## src/rtl/fp_div_scheduler_if.sv

```systemverilog
//------------------------------------------------------------------------------
// fp_div_scheduler_if : request, datapath and response signals of the divider scheduler
// Revision: 1.0
//------------------------------------------------------------------------------
`default_nettype none

interface fp_div_scheduler_if #(
  parameter int XLEN = 32
);
  logic            req0_valid;
  logic            req0_ready;
  logic [XLEN-1:0] req0_a;
  logic [XLEN-1:0] req0_b;
  logic            req1_valid;
  logic            req1_ready;
  logic [XLEN-1:0] req1_a;
  logic [XLEN-1:0] req1_b;
  logic [XLEN-1:0] div_a;
  logic [XLEN-1:0] div_b;
  logic [XLEN-1:0] div_result;
  logic            div_overflow;
  logic            div_underflow;
  logic            div_exception;
  logic            rsp_valid;
  logic            rsp_ready;
  logic            rsp_id;
  logic [XLEN-1:0] rsp_result;
  logic            rsp_overflow;
  logic            rsp_underflow;
  logic            rsp_exception;
  logic            busy;

  modport slave (
    input  req0_valid, req0_a, req0_b, req1_valid, req1_a, req1_b,
    input  div_result, div_overflow, div_underflow, div_exception, rsp_ready,
    output req0_ready, req1_ready, div_a, div_b,
    output rsp_valid, rsp_id, rsp_result, rsp_overflow, rsp_underflow, rsp_exception, busy
  );

  modport master (
    output req0_valid, req0_a, req0_b, req1_valid, req1_a, req1_b,
    output div_result, div_overflow, div_underflow, div_exception, rsp_ready,
    input  req0_ready, req1_ready, div_a, div_b,
    input  rsp_valid, rsp_id, rsp_result, rsp_overflow, rsp_underflow, rsp_exception, busy
  );
endinterface

`default_nettype wire

```

## src/rtl/fp_div_scheduler.sv

```systemverilog
//------------------------------------------------------------------------------
// fp_div_scheduler : round-robin sharing of one fixed-latency FP divider, with
//                    IEEE special operands resolved locally
// Revision: 1.0
//------------------------------------------------------------------------------
`default_nettype none

module fp_div_scheduler #(
  parameter int XLEN    = 32,
  parameter int LATENCY = 8
) (
  input  wire logic         clk,
  input  wire logic         rst,
  fp_div_scheduler_if.slave bus
);

  typedef enum logic [1:0] {
    S_IDLE = 2'd0,
    S_BUSY = 2'd1,
    S_DONE = 2'd2
  } state_t;

  localparam logic [7:0]      c_CNT_INIT = 8'(LATENCY - 1);
  localparam logic [XLEN-1:0] c_QNAN     = 32'h7FC0_0000;

  state_t          r_state;
  logic            r_ptr;
  logic [7:0]      r_cnt;
  logic [XLEN-1:0] r_div_a;
  logic [XLEN-1:0] r_div_b;
  logic            r_rsp_id;
  logic [XLEN-1:0] r_rsp_result;
  logic            r_rsp_ovf;
  logic            r_rsp_unf;
  logic            r_rsp_exc;
  logic            r_rsp_valid;
  logic            r_busy;

  logic            w_idle;
  logic            w_gnt0;
  logic            w_gnt1;
  logic            w_accept;
  logic [XLEN-1:0] w_a;
  logic [XLEN-1:0] w_b;
  logic            w_a_zero, w_a_inf, w_a_nan;
  logic            w_b_zero, w_b_inf, w_b_nan;
  logic            w_sign;
  logic            w_special;
  logic            w_sp_exc;
  logic [XLEN-1:0] w_sp_result;

  // Ready is gated by rst so nothing is granted while reset is being applied.
  assign w_idle   = (r_state == S_IDLE) && !rst;
  assign w_gnt0   = w_idle && bus.req0_valid && (!bus.req1_valid || !r_ptr);
  assign w_gnt1   = w_idle && bus.req1_valid && (!bus.req0_valid || r_ptr);
  assign w_accept = w_gnt0 || w_gnt1;
  assign w_a      = w_gnt1 ? bus.req1_a : bus.req0_a;
  assign w_b      = w_gnt1 ? bus.req1_b : bus.req0_b;

  // Exponent zero covers denormals too: they are flushed to zero.
  assign w_a_zero = (w_a[30:23] == 8'h00);
  assign w_a_inf  = (w_a[30:23] == 8'hFF) && (w_a[22:0] == 23'h0);
  assign w_a_nan  = (w_a[30:23] == 8'hFF) && (w_a[22:0] != 23'h0);
  assign w_b_zero = (w_b[30:23] == 8'h00);
  assign w_b_inf  = (w_b[30:23] == 8'hFF) && (w_b[22:0] == 23'h0);
  assign w_b_nan  = (w_b[30:23] == 8'hFF) && (w_b[22:0] != 23'h0);
  assign w_sign   = w_a[31] ^ w_b[31];

  always_comb begin
    w_special   = 1'b1;
    w_sp_exc    = 1'b0;
    w_sp_result = '0;
    if (w_a_nan || w_b_nan || (w_a_zero && w_b_zero) || (w_a_inf && w_b_inf)) begin
      w_sp_result = c_QNAN;
      w_sp_exc    = 1'b1;
    end else if (w_a_inf) begin
      w_sp_result = {w_sign, 8'hFF, 23'h0};
    end else if (w_b_zero) begin
      w_sp_result = {w_sign, 8'hFF, 23'h0};
      w_sp_exc    = 1'b1;
    end else if (w_a_zero || w_b_inf) begin
      w_sp_result = {w_sign, 31'h0};
    end else begin
      w_special   = 1'b0;
    end
  end

  always_ff @(posedge clk) begin
    if (rst) begin
      r_state      <= S_IDLE;
      r_ptr        <= 1'b0;
      r_cnt        <= '0;
      r_div_a      <= '0;
      r_div_b      <= '0;
      r_rsp_id     <= 1'b0;
      r_rsp_result <= '0;
      r_rsp_ovf    <= 1'b0;
      r_rsp_unf    <= 1'b0;
      r_rsp_exc    <= 1'b0;
      r_rsp_valid  <= 1'b0;
      r_busy       <= 1'b0;
    end else begin
      case (r_state)
        S_IDLE: begin
          if (w_accept) begin
            r_div_a  <= w_a;
            r_div_b  <= w_b;
            r_rsp_id <= w_gnt1;
            r_ptr    <= w_gnt0;
            r_busy   <= 1'b1;
            if (w_special) begin
              r_rsp_result <= w_sp_result;
              r_rsp_exc    <= w_sp_exc;
              r_rsp_ovf    <= 1'b0;
              r_rsp_unf    <= 1'b0;
              r_rsp_valid  <= 1'b1;
              r_state      <= S_DONE;
            end else begin
              r_cnt   <= c_CNT_INIT;
              r_state <= S_BUSY;
            end
          end
        end
        S_BUSY: begin
          if (r_cnt == 8'd0) begin
            r_rsp_result <= bus.div_result;
            r_rsp_ovf    <= bus.div_overflow;
            r_rsp_unf    <= bus.div_underflow;
            r_rsp_exc    <= bus.div_exception;
            r_rsp_valid  <= 1'b1;
            r_state      <= S_DONE;
          end else begin
            r_cnt <= r_cnt - 8'd1;
          end
        end
        S_DONE: begin
          if (bus.rsp_ready) begin
            r_rsp_valid <= 1'b0;
            r_busy      <= 1'b0;
            r_state     <= S_IDLE;
          end
        end
        default: begin
          r_rsp_valid <= 1'b0;
          r_busy      <= 1'b0;
          r_state     <= S_IDLE;
        end
      endcase
    end
  end

  assign bus.req0_ready    = w_gnt0;
  assign bus.req1_ready    = w_gnt1;
  assign bus.div_a         = r_div_a;
  assign bus.div_b         = r_div_b;
  assign bus.rsp_valid     = r_rsp_valid;
  assign bus.rsp_id        = r_rsp_id;
  assign bus.rsp_result    = r_rsp_result;
  assign bus.rsp_overflow  = r_rsp_ovf;
  assign bus.rsp_underflow = r_rsp_unf;
  assign bus.rsp_exception = r_rsp_exc;
  assign bus.busy          = r_busy;

endmodule

`default_nettype wire

```

## src/flat_wrapper.sv

```systemverilog
// flat-port wrapper written by rule: the top's interface ports become plain ports
module fp_div_scheduler_flat 
#(
  parameter int XLEN    = 32,
  parameter int LATENCY = 8
)
  (clk, rst, bus_req0_valid, bus_req0_a, bus_req0_b, bus_req1_valid, bus_req1_a, bus_req1_b, bus_div_result, bus_div_overflow, bus_div_underflow, bus_div_exception, bus_rsp_ready, bus_req0_ready, bus_req1_ready, bus_div_a, bus_div_b, bus_rsp_valid, bus_rsp_id, bus_rsp_result, bus_rsp_overflow, bus_rsp_underflow, bus_rsp_exception, bus_busy);
  fp_div_scheduler_if #(.XLEN(XLEN)) bus_i ();
  input  wire logic clk;
  input  wire logic rst;
  input wire logic [$bits(bus_i.req0_valid)-1:0] bus_req0_valid;
  input wire logic [$bits(bus_i.req0_a)-1:0] bus_req0_a;
  input wire logic [$bits(bus_i.req0_b)-1:0] bus_req0_b;
  input wire logic [$bits(bus_i.req1_valid)-1:0] bus_req1_valid;
  input wire logic [$bits(bus_i.req1_a)-1:0] bus_req1_a;
  input wire logic [$bits(bus_i.req1_b)-1:0] bus_req1_b;
  input wire logic [$bits(bus_i.div_result)-1:0] bus_div_result;
  input wire logic [$bits(bus_i.div_overflow)-1:0] bus_div_overflow;
  input wire logic [$bits(bus_i.div_underflow)-1:0] bus_div_underflow;
  input wire logic [$bits(bus_i.div_exception)-1:0] bus_div_exception;
  input wire logic [$bits(bus_i.rsp_ready)-1:0] bus_rsp_ready;
  output wire logic [$bits(bus_i.req0_ready)-1:0] bus_req0_ready;
  output wire logic [$bits(bus_i.req1_ready)-1:0] bus_req1_ready;
  output wire logic [$bits(bus_i.div_a)-1:0] bus_div_a;
  output wire logic [$bits(bus_i.div_b)-1:0] bus_div_b;
  output wire logic [$bits(bus_i.rsp_valid)-1:0] bus_rsp_valid;
  output wire logic [$bits(bus_i.rsp_id)-1:0] bus_rsp_id;
  output wire logic [$bits(bus_i.rsp_result)-1:0] bus_rsp_result;
  output wire logic [$bits(bus_i.rsp_overflow)-1:0] bus_rsp_overflow;
  output wire logic [$bits(bus_i.rsp_underflow)-1:0] bus_rsp_underflow;
  output wire logic [$bits(bus_i.rsp_exception)-1:0] bus_rsp_exception;
  output wire logic [$bits(bus_i.busy)-1:0] bus_busy;
  assign bus_i.req0_valid = bus_req0_valid;
  assign bus_i.req0_a = bus_req0_a;
  assign bus_i.req0_b = bus_req0_b;
  assign bus_i.req1_valid = bus_req1_valid;
  assign bus_i.req1_a = bus_req1_a;
  assign bus_i.req1_b = bus_req1_b;
  assign bus_i.div_result = bus_div_result;
  assign bus_i.div_overflow = bus_div_overflow;
  assign bus_i.div_underflow = bus_div_underflow;
  assign bus_i.div_exception = bus_div_exception;
  assign bus_i.rsp_ready = bus_rsp_ready;
  assign bus_req0_ready = bus_i.req0_ready;
  assign bus_req1_ready = bus_i.req1_ready;
  assign bus_div_a = bus_i.div_a;
  assign bus_div_b = bus_i.div_b;
  assign bus_rsp_valid = bus_i.rsp_valid;
  assign bus_rsp_id = bus_i.rsp_id;
  assign bus_rsp_result = bus_i.rsp_result;
  assign bus_rsp_overflow = bus_i.rsp_overflow;
  assign bus_rsp_underflow = bus_i.rsp_underflow;
  assign bus_rsp_exception = bus_i.rsp_exception;
  assign bus_busy = bus_i.busy;
  fp_div_scheduler #(.XLEN(XLEN), .LATENCY(LATENCY)) u_core (.clk(clk), .rst(rst), .bus(bus_i));
endmodule
```

## config.mk

```make
export PLATFORM = sky130hd
export DESIGN_NAME = fp_div_scheduler_flat
export DESIGN_NICKNAME = d
export VERILOG_FILES = /design/src/rtl/fp_div_scheduler_if.sv /design/src/rtl/fp_div_scheduler.sv /design/src/flat_wrapper.sv
export SDC_FILE = /design/constraint.sdc
export NUM_CORES = 1
export LEC_CHECK = 0
export BUFFER_PORTS_ARGS = -buffer_cell sky130_fd_sc_hd__buf_4
export CAP_MARGIN = 20
export CORE_AREA = 2 2 147 77
export CTS_BUF_LIST = sky130_fd_sc_hd__clkbuf_8
export CTS_CLUSTER_DIAMETER = 80
export CTS_CLUSTER_SIZE = 28
export DETAILED_ROUTE_END_ITERATION = 10
export DIE_AREA = 0 0 149 79
export GPL_TIMING_DRIVEN = 0
export MAX_ROUTING_LAYER = met4
export PLACE_DENSITY_LB_ADDON = 0.08
export SLEW_MARGIN = 10
export SYNTH_ARGS = -nofsm -noshare
export SYNTH_HDL_FRONTEND = slang
export SYNTH_SLANG_ARGS = --single-unit
```

## constraint.sdc

```tcl
create_clock -name clk -period 4.8 [get_ports clk]
set_clock_uncertainty 0.15 [all_clocks]
set_input_delay 0 -clock clk [delete_from_list [all_inputs] [get_ports clk]]
set_output_delay 0 -clock clk [all_outputs]
set_load 0.005 [all_outputs]
```

==> impl_metrics.csv <==
group,metric,value,unit
cells_and_area,final_common_cell,"buf_4",
setup_path,max_stage_delay,0.69,ns
cells_and_area,drive_above_1_share,31.2,%
min_path,hold_depth,4,
setup_path,crit_fanout,8,
routing,wl,28400,um
routing,drtIter0Drc,967,
clock_tree,cts_sinks,113,
sta,fin_crit_sh,74.5,%
clock_tree,cts_tree,"built",
clock_tree,post_cts_resized,0,
min_path,min_to,"u_core.r_ptr",
routing,first_pass_iters,8,
clock_tree,cts_hold_buffers,174,
setup_path,critPathKind,"flop to flop",
die,pin_count,272,
cells_and_area,final_cells,1189,
sta,tightest_slew,0.934,ns
die,start_util,49.4,%
synth,yosysWarnings,0,
setup_path,critPathSlowestCell,"a31oi_1",
setup_path,reg2reg_from,"u_core.r_cnt[0]",
routing,detail_route.wl_per_cell,23.9,um
clock_tree,cts_setup_buffers,0,
placement,gp_congestion,1.00,
synth,avgSynthCellArea,9.21,um2
setup_path,worst_ep_required_time,5.04,ns
cells_and_area,finish.utilization,90.4,%
min_path,hp-start,"bus_req1_valid",
clock_tree,cts.path.max_buffers,2,
cells_and_area,multi_input_area,2770,um2
clock_tree,clock_latency,0.45,ns
synth,synth_top_flop_cell,"dfxtp_1",
sta,finalHoldViolCount,0,
min_path,hold_path_class,"input port to flop",
synth,syn_area,5240,um2
setup_path,r2r_setup_slack,1.22,ns
sta,rsz0062_at_grt,"false",
die,die_x,149,um
global_routing,grt_overflow,0,
sta,whs,0.0507,ns
setup_path,critPathCaptureType,"flop",
global_routing,grt_pass1_wl,42900,um
setup_path,critPathArrivalTime,3.82,ns
power_and_ir_drop,p_per_area,366,nW/um2
routing,antenna_left,0,
job,maxCapViolations,0,
cells_and_area,layout_common_cells,"274 x buf_4, 174 x dlygate4sd3_1, 113 x dfxtp_1",
placement,dpl.hpwl,15500,um
die,die_y,79,um
cells_and_area,syn2layout_area_growth,83.1,%
routing,drcViolationCount,0,
synth,ys_types,50,
sta,fin_crit,3.58,ns
status,status,"finished, final reports clean",
global_routing,grtUsageTotal,49.3,%
die,rows,27,
cells_and_area,num_antenna_cells,0,
sta,slew_viol_final,0,
routing,route.vias.total,7631,
synth,synth-edff-count,0,
synth,syn-num-nets,739,
clock_tree,numCtsBuffers,17,
cells_and_area,fillers,431,
sta,relSlewSlack,37.5,%
sta,max_freq,280,MHz
clock_tree,h-tree-depth,4,
routing,vias_per_cell,6.42,
synth,netlist_instances,569,
global_routing,grt_max_degree,17,
global_routing,grt_pass1_vias,7892,
setup_path,reg2reg_to,"u_core.bus.rsp_result[30]",
die,core_area,10600,um2
sta,finalSetupViolCount,0,
clock_tree,clk_pin_slew_worst_paths,0.07,ns
synth,ys_ff_latch,113,
placement,port_buffers,270,
setup_path,worst_setup_path_start_kind,"flop",
clock_tree,root_buffer,"clkbuf_8",
placement,dp.cells,984,
setup_path,crit_chain,"inv_1 -> ha_1 -> a31oi_1 -> nor2_2 -> a21o_1 -> a41oi_4 -> o221a_1 -> dlygate4sd3_1",
synth,yosysSeqAreaShare,43.2,%
die,dieArea,11800,um2
power_and_ir_drop,peakVddDrop,0.219,mV
cells_and_area,final_nets,1202,
setup_path,path_delay_family,"compound AO/OA/AOI/OAI gates",
global_routing,grt_antenna_before_repair,0,
cells_and_area,register_area,2260,um2
power_and_ir_drop,leakagePower,0.00421,uW
synth,async_flop_share,0,%
setup_path,path_buf_inv,2,
sta,setup_tns,0,ns
setup_path,rr_worst_depth,8,
worst min-delay path: stages:
cell	delay, ns
buf_4	0.15
nand2_1	0.07
nand3_1	0.24
o21ai_0	0.13
metrics by stage:
stage	total power (uW)	area (um2)	setup WS (ns)
floorplan	1710	5240	2.61
global placement	2160	7450	2.07
detailed placement	2200	7450	2.00
CTS	3320	9590	1.47
global route	3590	9590	1.15
finish	3520	9590	1.22
power breakdown:
part	total (uW)	switching (uW)	internal, uW	leakage (uW)
registers	1220	130	1090	0.000927
clock network	972	440	532	0.000214
logic	1320	656	664	0.00307
total	3520	1230	2290	0.00421
cell usage after synthesis (8+ instances only):
cell | instances | area share, %
a211oi_1 | 64 | 9.2
a22oi_1 | 24 | 3.4
a311oi_1 | 10 | 1.7
buf_2 | 8 | 0.76
clkbuf_1 | 27 | 1.9
dfxtp_1 | 113 | 43
mux2i_1 | 62 | 12
nand2_1 | 22 | 1.6
nand4_1 | 12 | 1.4
nor2_1 | 105 | 7.5
nor3_1 | 13 | 1.2
nor4_1 | 24 | 2.9
o21ai_0 | 8 | 0.76
o221a_1 | 8 | 1.7
cells by family after synthesis:
logic type | after synthesis | share of synthesized area [%]
simple gates | 198 | 18.1
compound gates | 144 | 21.9
flops | 113 | 43.2
mux | 63 | 12.1
buf+inv | 47 | 3.89
xor+xnor | 2 | 0.334
fa+ha+maj | 2 | 0.477
layout make-up:
cell class / instances / share of cell area (%)
Multi-Input combinational cell: 409 / 28.9
Timing Repair Buffer: 444 / 39.3
Buffer: 41 / 1.86
Sequential cell: 113 / 23.6
Clock buffer: 19 / 2.73
Inverter: 6 / 0.261
Clock inverter: 12 / 1.49
Tap cell: 145 / 1.89
state kept, by name, indices dropped and copies added (netlist names):
register	count
u_core.bus.rsp_id	1
u_core.bus.rsp_result	32
u_core.r_state	2
u_core.bus.rsp_valid	1
u_core.bus.rsp_overflow	1
u_core.bus.busy	1
u_core.r_cnt	8
u_core.bus.rsp_exception	1
u_core.bus.rsp_underflow	1
u_core.r_ptr	1
u_core.bus.div_b	32
u_core.bus.div_a	32
worst max-delay path by stage:
stage	from	slack [ns]	endpoint	cells after the start
floorplan	u_core.r_state[0]	2.61	u_core.bus.rsp_result[23]	8
global placement	u_core.r_state[0]	2.07	u_core.r_cnt[5]	8
detailed placement	u_core.r_state[0]	2.00	u_core.bus.rsp_exception	9
CTS	u_core.r_state[0]	1.47	u_core.bus.rsp_result[28]	9
global route	u_core.r_state[0]	1.15	u_core.bus.rsp_result[30]	9
finish	u_core.r_cnt[0]	1.22	u_core.bus.rsp_result[30]	8
metal layers:
layer / GRT usage (%) / share of wire, % / up-vias
met5: - / 0 / -
met3: 14.8 / 13 / 262
met1: 55.1 / 35 / 3491
met4: 30.2 / 7.2 / 0
li1: - / - / 3079
met2: 78.7 / 45 / 799
Power figures use the tool's default switching activity.
